==> config.mk <==
export PLATFORM = sky130hd
export DESIGN_NAME = bitwise_feeder
export DESIGN_NICKNAME = d
export VERILOG_FILES = /design/src/rtl/bitwise_feeder.sv
export SDC_FILE = /design/constraint.sdc
export NUM_CORES = 1
export LEC_CHECK = 0
export ABC_AREA = 1
export CAP_MARGIN = 20
export CORE_ASPECT_RATIO = 1.1
export CORE_MARGIN = 2
export CORE_UTILIZATION = 30
export CTS_CLUSTER_DIAMETER = 50
export DETAILED_ROUTE_END_ITERATION = 8
export MAX_ROUTING_LAYER = met4
export SYNTH_ARGS = -nofsm -noshare
export SYNTH_HDL_FRONTEND = slang
export SYNTH_SLANG_ARGS = --single-unit
==> constraint.sdc <==
create_clock -name clk -period 2.5 [get_ports clk]
set_clock_uncertainty 0.15 [all_clocks]
set_input_delay 0.625 -clock clk [delete_from_list [all_inputs] [get_ports clk]]
set_output_delay 0.625 -clock clk [all_outputs]
set_load 0.1 [all_outputs]
==> src/rtl/bitwise_feeder.sv <==
// rtl/bitwise_feeder.sv - FIFO-buffered register front end for the combinational bitwise unit
module bitwise_feeder #(
    parameter int W     = 3,
    parameter int DEPTH = 4
) (
    input  logic                     clk,
    input  logic                     rst,
    input  logic                     in_valid,
    output logic                     in_ready,
    input  logic [W-1:0]             in_x,
    input  logic [W-1:0]             in_y,
    output logic [W-1:0]             x,
    output logic [W-1:0]             y,
    input  logic [W-1:0]             z,
    output logic                     out_valid,
    input  logic                     out_ready,
    output logic [W-1:0]             out_x,
    output logic [W-1:0]             out_y,
    output logic [W-1:0]             out_z,
    output logic [$clog2(DEPTH):0]   count
);

    localparam int AW = $clog2(DEPTH);
    localparam int CW = AW + 1;
    localparam logic [CW-1:0] FULL_COUNT = CW'(DEPTH);

    typedef enum logic [1:0] {
        IDLE  = 2'd0,
        DRIVE = 2'd1,
        HOLD  = 2'd2
    } state_t;

    state_t        state;
    state_t        state_next;

    logic [W-1:0]  mem_x [DEPTH];
    logic [W-1:0]  mem_y [DEPTH];
    logic [AW-1:0] wr_ptr;
    logic [AW-1:0] rd_ptr;

    logic          push;
    logic          pop;
    logic          capture;
    logic          release_out;
    logic          fifo_nonempty;

    // in_ready comes from the registered count only, so a same-cycle pop never frees a slot early
    assign in_ready      = (count < FULL_COUNT);
    assign push          = in_valid && in_ready;
    assign fifo_nonempty = (count != '0);

    // Operand storage; contents are not reset because pointers and count define validity
    always_ff @(posedge clk) begin
        if (push) begin
            mem_x[wr_ptr] <= in_x;
            mem_y[wr_ptr] <= in_y;
        end
    end

    // Pointers wrap naturally because DEPTH is a power of two
    always_ff @(posedge clk or posedge rst) begin
        if (rst) begin
            wr_ptr <= '0;
            rd_ptr <= '0;
            count  <= '0;
        end else begin
            if (push) begin
                wr_ptr <= wr_ptr + AW'(1);
            end
            if (pop) begin
                rd_ptr <= rd_ptr + AW'(1);
            end
            case ({push, pop})
                2'b10:   count <= count + CW'(1);
                2'b01:   count <= count - CW'(1);
                default: count <= count;
            endcase
        end
    end

    // FSM state register
    always_ff @(posedge clk or posedge rst) begin
        if (rst) begin
            state <= IDLE;
        end else begin
            state <= state_next;
        end
    end

    // FSM next-state: DRIVE is always exactly one cycle so z settles from registered x/y
    always_comb begin
        state_next = state;
        case (state)
            IDLE: begin
                if (fifo_nonempty) begin
                    state_next = DRIVE;
                end
            end
            DRIVE: begin
                state_next = HOLD;
            end
            HOLD: begin
                if (out_valid && out_ready) begin
                    state_next = fifo_nonempty ? DRIVE : IDLE;
                end
            end
            default: begin
                state_next = IDLE;
            end
        endcase
    end

    // FSM outputs: pop loads the unit's operands, capture latches the result, release ends delivery
    always_comb begin
        pop         = 1'b0;
        capture     = 1'b0;
        release_out = 1'b0;
        case (state)
            IDLE: begin
                pop = fifo_nonempty;
            end
            DRIVE: begin
                capture = 1'b1;
            end
            HOLD: begin
                if (out_valid && out_ready) begin
                    release_out = 1'b1;
                    pop         = fifo_nonempty;
                end
            end
            default: begin
                pop = 1'b0;
            end
        endcase
    end

    // Operand and result registers; out_* only move on capture so they stay stable under backpressure
    always_ff @(posedge clk or posedge rst) begin
        if (rst) begin
            x         <= '0;
            y         <= '0;
            out_x     <= '0;
            out_y     <= '0;
            out_z     <= '0;
            out_valid <= 1'b0;
        end else begin
            if (pop) begin
                x <= mem_x[rd_ptr];
                y <= mem_y[rd_ptr];
            end
            if (capture) begin
                out_x     <= x;
                out_y     <= y;
                out_z     <= z;
                out_valid <= 1'b1;
            end else if (release_out) begin
                out_valid <= 1'b0;
            end
        end
    end

endmodule

==> results.toml, run 1 <==
[run_status]
status = "finished, final reports clean"

[place]
place_inst = 345
place_hpwl_um = 2647
port-buffer-count = 32
routabilityCongestion = 0.6953
placedInstanceArea_mm2 = 0.002579
place_ws_ns = -0.1165

[timing]
worst_pin_slew_ns = 0.5070
relSlewSlack_pct = 66.20
slew_violations = 0
setup_viol = 0
fin_setup_tns_ns = 0
period_minus_slack_ns = 2.316
clock.fmax_ghz = 0.4318
hold_violations = 0
grt_setup_unrepaired = "no"
setup_ws_ns = 0.1843
hold_ws_ns = 0.3132
post-route-period-util_pct = 92.63

[worst_setup_path]
endpoint_kind = "flip-flop"
slowest_stage = "clkdlybuf4s50_1"
rr_worst_depth = 11
worstPathMaxFanout = 2
required_ns = 2.57
path_cells = "clkdlybuf4s50_1 > nand2_1 > nand2_1 > nand2_1 > nor2_4 > ha_4 > inv_2 > fa_2 > inv_1 > nand2_1 > nand3_1 > xor2_1"
worst-path-buf-inv = 3
crit_family = "buffers and inverters"
slowest_delay_ns = 0.48
arrival_ns = 2.38
path_class = "input port to flip-flop"
critPathMostFrequentCell = "nand2_1"
crit_path_start_kind = "input port"
cp.depth = 12

[power]
leakage_nw = 1.311
internal-power_mw = 1.056
clkPwrFrac_pct = 33.5
peakVddDrop_mv = 0.1755
fin_total_pwr_mw = 1.320
seq_power_share_pct = 64.0
combPwrFrac_pct = 2.4
p_sw_uw = 264.5
power_density_mw_per_mm2 = 495.4
sw_frac_of_total_pct = 20.03

[clocking]
clockBufferDepth = 2
cts-root-buf = "clkbuf_8"
cts_tree = "yes"
clkSlewWorstSetupHoldPaths_ns = 0.08
insertion_delay_ns = 0.30
post-cts-setup-buffer-count = 0
cts_resized = 0
cts.sinks = 49
cts_buffers = 5
htree_levels = 2
hold_buffers = 0

[finish]
stdcell_count = 353
nets = 286
multi_input_area_um2 = 610.6
area_growth_pct = 25.37
fillCellCount = 713
drive_gt1_share_pct = 17.16
diodes = 0
seq_area_mm2 = 0.001350
final_core_util_pct = 38.48
final_area_mm2 = 0.002665

[routing]
wl_per_cell_um = 10.09
dr.pass1.iters = 4
viasPerCell = 4.093
drc = 0
drtIter0Drc = 47
drt.antenna.violating_nets = 0
wl_um = 3562
num_vias = 1445

[floorplan]
die_width_um = 84.26
die_h_um = 92.29
ioPinCount = 33
initial_utilization_pct = 30.69
rows = 32
core_area_mm2 = 0.006927
dieArea_mm2 = 0.007776

[worst_hold_path]
min_delay_path_depth = 1
hp-class = "flip-flop to flip-flop"

[yosys]
syn_nets = 242
syn_area_mm2 = 0.002126
synth_top_cells_by_count = "89 x nand2_1, 39 x inv_1, 25 x dfrtp_1, 24 x edfxtp_1, 16 x nand3_1"
synth.avg_cell_area_um2 = 9.533
async_reset_ff_share_pct = 51.02
yosysSeqAreaShare_pct = 63.33
synth.largest_area_cell = "edfxtp_1"
synth_warnings = 0
synth_edf_count = 24
synth.top_cells.by_area = "edfxtp_1 34%, dfrtp_1 29%, nand2_1 16%"
ys_ff_latch = 49
synth.distinct_cells = 18
yosysMostFrequentCell = "nand2_1"
syn_inst = 223
post-synth-top-area-fraction_pct = 33.90
synthFlopType = "dfrtp_1"

[global_route]
grt.total_usage_pct = 10.40
overflow = 0
grt_max_degree = 26
grt_pass1_vias = 1331
antenna_found_initial = 0
grt_pass1_wl_um = 6251

[flow_run]
maxCapViolations = 0
-- layout make-up --
class / instances / area share [%]
multi-input combinational: 128 / 22.91
clock buffer: 5 / 2.582
inverter: 42 / 6.056
clock inverter: 3 / 0.6573
sequential: 49 / 50.66
tap: 85 / 3.991
timing repair buffer: 41 / 13.15
-- placed cells by master (no fill, tap or decap) --
cell type         n
clkdlybuf4s50_1  12
ha_4              1
nor2_1            7
clkinv_1          1
nor2_2            1
o21ai_1           1
dfrtp_1          24
clkinvlp_2        1
clkbuf_8          5
clkinvlp_4        2
a21oi_1           1
ha_1              4
nand2_1          89
fa_2              1
xnor2_1           1
nand3_1          16
buf_4            28
dfrtp_4           1
inv_1            37
edfxtp_1         24
xor2_1            3
nor2_4            1
buf_12            1
o21ai_0           2
inv_2             3
clkinv_2          1
-- final timing paths --
kind	slack [ns]	start	end
worst max-delay path	0.18	out_ready	count[2]
worst min-delay path	0.31	state[0]	state[1]
worst max register to register	0.51	count[2]	count[2]
worst min register to register	0.31	state[0]	state[1]
max in group asynchronous	1.43	rst	count[2]
min in group asynchronous	0.51	rst	wr_ptr[0]
-- sequential cells by signal (all words and copies together), names as in the netlist --
signal     flops
mem_x         12
out_z          3
out_valid      1
state          2
rd_ptr         2
mem_y         12
count          3
x              3
wr_ptr         2
out_y          3
y              3
out_x          3
-- layer usage --
layer / track usage (%) / share of wire [%] / wire, µm
met5: - / 0 / 0
met4: 4.435 / 1.9 / 68
met3: 3.600 / 6.2 / 222
met2: 15.21 / 45 / 1593
met1: 13.12 / 47 / 1678
-- logic make-up (layout without fill, tap and decap cells) --
logic type | Yosys count | after routing | share of synthesized area (%)
flops | 49 | 49 | 63.33
simple gates | 114 | 114 | 21.42
xor+xnor | 4 | 4 | 1.648
fa+ha+maj | 6 | 6 | 3.885
compound gates | 4 | 4 | 0.9413
buf+inv | 46 | 91 | 8.770
-- power groups by stage --
stage | Combinational (mW) | Sequential [mW] | Clock (mW)
after floorplan | 0.00648 | 0.863 | 0
after global placement | 0.0325 | 0.863 | 0
after detailed placement | 0.0330 | 0.863 | 0
after CTS | 0.0332 | 0.846 | 0.461
after global routing | 0.0361 | 0.846 | 0.492
final | 0.0318 | 0.846 | 0.443
(Power assumes the default switching activity.)
==> run 2, diff against run 1 <==
--- a/config.mk
+++ b/config.mk
@@ -13,6 +13,7 @@
 export CTS_CLUSTER_DIAMETER = 50
 export DETAILED_ROUTE_END_ITERATION = 8
 export MAX_ROUTING_LAYER = met4
+export SETUP_SLACK_MARGIN = 0.4
 export SYNTH_ARGS = -nofsm -noshare
 export SYNTH_HDL_FRONTEND = slang
 export SYNTH_SLANG_ARGS = --single-unit
==> constraint.sdc (replaced) <==
create_clock -name clk -period 2.5 [get_ports clk]
set_clock_uncertainty 0.15 [all_clocks]
set_input_delay 0.5 -clock clk [delete_from_list [all_inputs] [get_ports clk]]
set_output_delay 0.5 -clock clk [all_outputs]
set_load 0.1 [all_outputs]
==> run 2 against run 1 <==
  * Critical path type is now flip-flop to flip-flop
  * Fmax is 17% higher
  * Global-route usage is 0.10 points lower
  * Sequential power hardly changed
  * First-iteration DRC count is 34% higher
  * Sequential share of layout area is 0.19 points lower
  * Sequential cell count stayed put
  * Setup slack better by 0.34 ns
  * Via count stayed put
  * Clock-buffer cell count is 1 higher
  * Cell area is 0.38% higher
  * Non-clock buffer count is 3 higher
  * Critical path depth is 1 lower
==> results.toml, run 2 (synthesis gave the netlist of run 1 again) <==
[run_status]
status = "finished, final reports clean"

[power]
internal-power_mw = 1.057
seq_power_share_pct = 64.5
leakage_nw = 1.330
sw_frac_of_total_pct = 19.37
combPwrFrac_pct = 2.4
clkPwrFrac_pct = 33.1
peakVddDrop_mv = 0.1758
p_sw_uw = 254.0
power_density_mw_per_mm2 = 490.1
fin_total_pwr_mw = 1.311

[floorplan]
initial_utilization_pct = 30.69
core_area_mm2 = 0.006927
dieArea_mm2 = 0.007776
die_h_um = 92.29
ioPinCount = 33
die_width_um = 84.26
rows = 32

[worst_hold_path]
worstHoldEndpoint = "state[1]"
worstHoldStart = "state[0]"
hp-class = "flip-flop to flip-flop"
min_delay_path_depth = 1

[routing]
wl_um = 3679
num_vias = 1445
drt.antenna.violating_nets = 0
drc = 0
viasPerCell = 4.059
dr.pass1.iters = 4
wl_per_cell_um = 10.33
drtIter0Drc = 63

[worst_setup_path]
worstPathMaxFanout = 5
required_ns = 2.56
path_class = "flip-flop to flip-flop"
endpoint_kind = "flip-flop"
crit_path_start_kind = "flip-flop"
r2r-end = "count[2]"
arrival_ns = 2.04
rr_worst_depth = 11
reg2reg_slack_ns = 0.52
r2r-start = "count[2]"

[timing]
grt_setup_unrepaired = "no"
fin_setup_tns_ns = 0
hold_ws_ns = 0.3072
period_minus_slack_ns = 1.977
setup_ws_ns = 0.5230
post-route-period-util_pct = 79.08
slew_violations = 0
worst_pin_slew_ns = 0.5225
setup_viol = 0
relSlewSlack_pct = 65.17
hold_violations = 0
clock.fmax_ghz = 0.5058

[clocking]
htree_levels = 2
cts_buffers = 5
clkSlewWorstSetupHoldPaths_ns = 0.08
cts_tree = "yes"
clockBufferDepth = 2
insertion_delay_ns = 0.29
cts-root-buf = "clkbuf_8"
cts.sinks = 49

[place]
placedInstanceArea_mm2 = 0.002566
place_hpwl_um = 2666
place_inst = 345
port-buffer-count = 32
place_ws_ns = 0.007206
routabilityCongestion = 0.6930

[global_route]
grt.total_usage_pct = 10.30
grt_max_degree = 26
overflow = 0
grt_pass1_vias = 1418
antenna_found_initial = 0
grt_pass1_wl_um = 6299

[finish]
area_growth_pct = 25.84
reg.largest.list = "mem_x: 12 flops, mem_y: 12 flops"
drive_gt1_share_pct = 18.45
diodes = 0
fillCellCount = 714
final_core_util_pct = 38.62
final_cell_mix = "87 x nand2_1, 37 x inv_1, 32 x buf_4"
nets = 289
final_area_mm2 = 0.002675
layout_commonest_cell = "nand2_1"
stdcell_count = 356

[flow_run]
maxCapViolations = 0
==> run 2: cell types whose count changed in the layout (fill, tap and decap cells not counted) <==
cell,change
clkdlybuf4s50_1,-1
dlygate4sd2_1,+1
nand2_1,-2
nand2_2,+2
buf_12,-1
clkinvlp_4,-1
clkinvlp_2,-1
clkinv_2,+1
buf_4,+4
clkbuf_1,+1
==> run 2: layout make-up <==
class	count	area (µm²)	share of cell area, %
Sequential cell	49	1350	50.47
Tap cell	85	106.4	3.976
Clock buffer	6	72.57	2.713
Clock inverter	2	10.01	0.3742
Timing Repair Buffer	44	359.1	13.42
Inverter	42	161.4	6.034
Multi-Input combinational cell	128	615.6	23.01
==> run 2: power groups by stage <==
stage / registers (mW) / clock network (mW) / logic, mW
finish: 0.846 / 0.434 / 0.0319
global route: 0.846 / 0.487 / 0.0360
CTS: 0.846 / 0.455 / 0.0333
detailed placement: 0.863 / 0 / 0.0338
global placement: 0.863 / 0 / 0.0327
floorplan: 0.863 / 0 / 0.00648
==> run 2: worst max-delay path, stage by stage (launching register included) <==
cell        delay, ns
dfrtp_4          0.43
clkinvlp_4       0.12
nand2_1          0.10
nor2_2           0.06
nor2_4           0.14
ha_4             0.15
inv_2            0.04
fa_2             0.38
inv_1            0.06
nand2_1          0.04
nand3_1          0.08
xor2_1           0.15
==> run 2: what timing repair did <==
action                     in CTS  in global routing
gates resized for setup         3                  0
buffers inserted                0                  3
setup endpoints to repair       2                  1
pin swaps                       3                  0
hold buffers                    0                  0
==> run 2: worst max path at each step <==
stage | startpoint | to | slack, ns | depth (start not counted)
after detailed placement | out_ready | count[2] | 0.007 | 12
after global routing | count[2] | count[2] | 0.39 | 11
final | count[2] | count[2] | 0.52 | 11
after CTS | count[2] | count[2] | 0.53 | 10
after floorplan | count[2] | count[2] | -0.29 | 10
after global placement | out_ready | count[2] | 0.04 | 12
==> run 2: routing by layer <==
metal | global-route usage [%] | wire length [µm] | vias up
li1 | - | - | 769
met1 | 12.19 | 1678 | 643
met2 | 17.13 | 1781 | 29
met3 | 1.980 | 161 | 4
met4 | 4.435 | 58 | 0
met5 | - | 0 | -
==> run 3, diff against run 2 <==
==> constraint.sdc (replaced) <==
create_clock -name clk -period 1.9 [get_ports clk]
set_clock_uncertainty 0.15 [all_clocks]
set_input_delay 0.38 -clock clk [delete_from_list [all_inputs] [get_ports clk]]
set_output_delay 0.38 -clock clk [all_outputs]
set_load 0.1 [all_outputs]
==> run 3 against run 2 <==
  * Cell area increased by 19%
  * Critical path depth decreased by 6
  * Total power increased by 44%
  * The flow now finishes with violations (setup timing)
  * Via count increased by 4.1%
  * Largest power group unchanged
==> results.toml, run 3 (synthesis gave the netlist of run 1 again) <==
[global_route]
antenna_found_initial = 0
overflow = 0
grt_pass1_vias = 1395
grt_pass1_wl_um = 6361
grt.total_usage_pct = 10.61
grt_max_degree = 26

[floorplan]
rows = 32
ioPinCount = 33
die_width_um = 84.26
die_h_um = 92.29
dieArea_mm2 = 0.007776
initial_utilization_pct = 30.69
core_area_mm2 = 0.006927

[run_status]
violations = "setup timing"
status = "finished with violations"

[timing]
hold_ws_ns = 0.2668
clock.fmax_ghz = 0.5254
hold_violations = 0
grt_setup_unrepaired = "yes"
fin_setup_tns_ns = -0.003146
setup_ws_ns = -0.003146
slew_violations = 0
post-route-period-util_pct = 100.2
period_minus_slack_ns = 1.903
worst_pin_slew_ns = 0.3329
relSlewSlack_pct = 77.81
setup_viol = 1

[clocking]
cts-root-buf = "clkbuf_8"
cts_tree = "yes"
htree_levels = 2
cts.sinks = 49
clkSlewWorstSetupHoldPaths_ns = 0.09
hold_buffers = 0
insertion_delay_ns = 0.30
clockBufferDepth = 2
cts_buffers = 5

[routing]
drt.antenna.violating_nets = 0
drc = 0
wl_um = 3804
num_vias = 1504
dr.pass1.iters = 4
wl_per_cell_um = 10.23
viasPerCell = 4.043
drtIter0Drc = 31

[worst_setup_path]
slowest_delay_ns = 0.43
worstPathMaxFanout = 3
required_ns = 1.37
critPathMostFrequentCell = "buf_4"
endpoint_kind = "output port"
arrival_ns = 1.37
crit_path_start_kind = "flip-flop"
path_class = "flip-flop to output port"
slowest_stage = "dfrtp_4"
path_cells = "clkinvlp_4 > buf_4 > buf_6 > buf_4 > buf_12"

[finish]
drive_gt1_share_pct = 27.18
nets = 305
final_cell_mix = "85 x nand2_1, 37 x inv_1, 24 x edfxtp_1"
multi_input_area_um2 = 668.1
fillCellCount = 630
diodes = 0
reg.largest.list = "mem_x: 12 flops, mem_y: 12 flops"
area_growth_pct = 49.38
seq_area_mm2 = 0.001354
layout_commonest_cell = "nand2_1"

[power]
peakVddDrop_mv = 0.3015
fin_total_pwr_mw = 1.890
power_density_mw_per_mm2 = 595.0
leakage_nw = 1.500

[place]
place_hpwl_um = 2652
place_ws_ns = -0.5037
port-buffer-count = 32
routabilityCongestion = 0.7001

[worst_hold_path]
hp-class = "input port to asynchronous set/reset pin"

[flow_run]
maxCapViolations = 0
==> run 3: cell types whose count changed in the layout (fill, tap and decap cells not counted), moves of 3 or more <==
cell / previous run / this run
buf_12: 0 / 20
dfrtp_1: 24 / 21
nor2_4: 1 / 5
dfrtp_2: 0 / 3
buf_4: 32 / 17
buf_6: 0 / 11
nor2_1: 7 / 3
==> run 3: worst paths after layout <==
check	cells after the start	slack [ns]	from	endpoint
setup reg to reg	10	0.01	count[2]	count[2]
max in group asynchronous	3	1.07	rst	count[2]
min in group clk	1	0.31	state[0]	state[1]
hold reg to reg	1	0.31	state[0]	state[1]
hold / removal	3	0.27	rst	count[2]
setup / recovery	5	-0.003	count[2]	in_ready
==> run 3: cell type report <==
type | count | area share [%]
inverters | 42 | 5.083
clock buffers | 5 | 2.167
clock inverters | 3 | 1.458
flip-flops and latches | 49 | 42.63
well taps | 85 | 3.349
repair buffers | 60 | 24.27
multi-input cells | 128 | 21.04
==> run 3: timing repair <==
action / 4_1_cts / 5_1_grt
buffers inserted: 7 / 2
endpoints found under the setup margin: 32 / 51
pin swaps: 8 / 1
resized for setup: 17 / 14
==> run 3: report_power, final <==
group / total [mW] / internal [mW] / switching [mW]
sequential: 1.11 / 1.11 / 0
clock: 0.736 / 0.394 / 0.342
combinational: 0.0411 / 0.0229 / 0.0182
total: 1.89 / 1.53 / 0.360
==> run 3: critical path: cells and delay by family (launching register included) <==
kind	cells	cell delay, ns
flops	1	0.43
buf+inv	5	0.64
==> run 3: per-layer routing <==
metal	global-route usage [%]	vias to the layer above	part of all wire, %
met5	-	-	0
met2	17.53	28	49
met4	4.032	0	1.6
li1	-	798	-
met1	12.37	673	45
met3	2.880	5	4.4
==> run 3: metrics by stage <==
| step | util [%] | cell area, µm² | instances |
|---|---|---|---|
| 2_1_floorplan | - | 2151 | 223 |
| 3_3_place_gp | 41.74 | 2892 | 355 |
| 3_5_place_dp | 41.74 | 2892 | 355 |
| 4_1_cts | 44.98 | 3115 | 370 |
| 5_1_grt | 45.85 | 3176 | 372 |
| 6_report | 45.85 | 3176 | 372 |
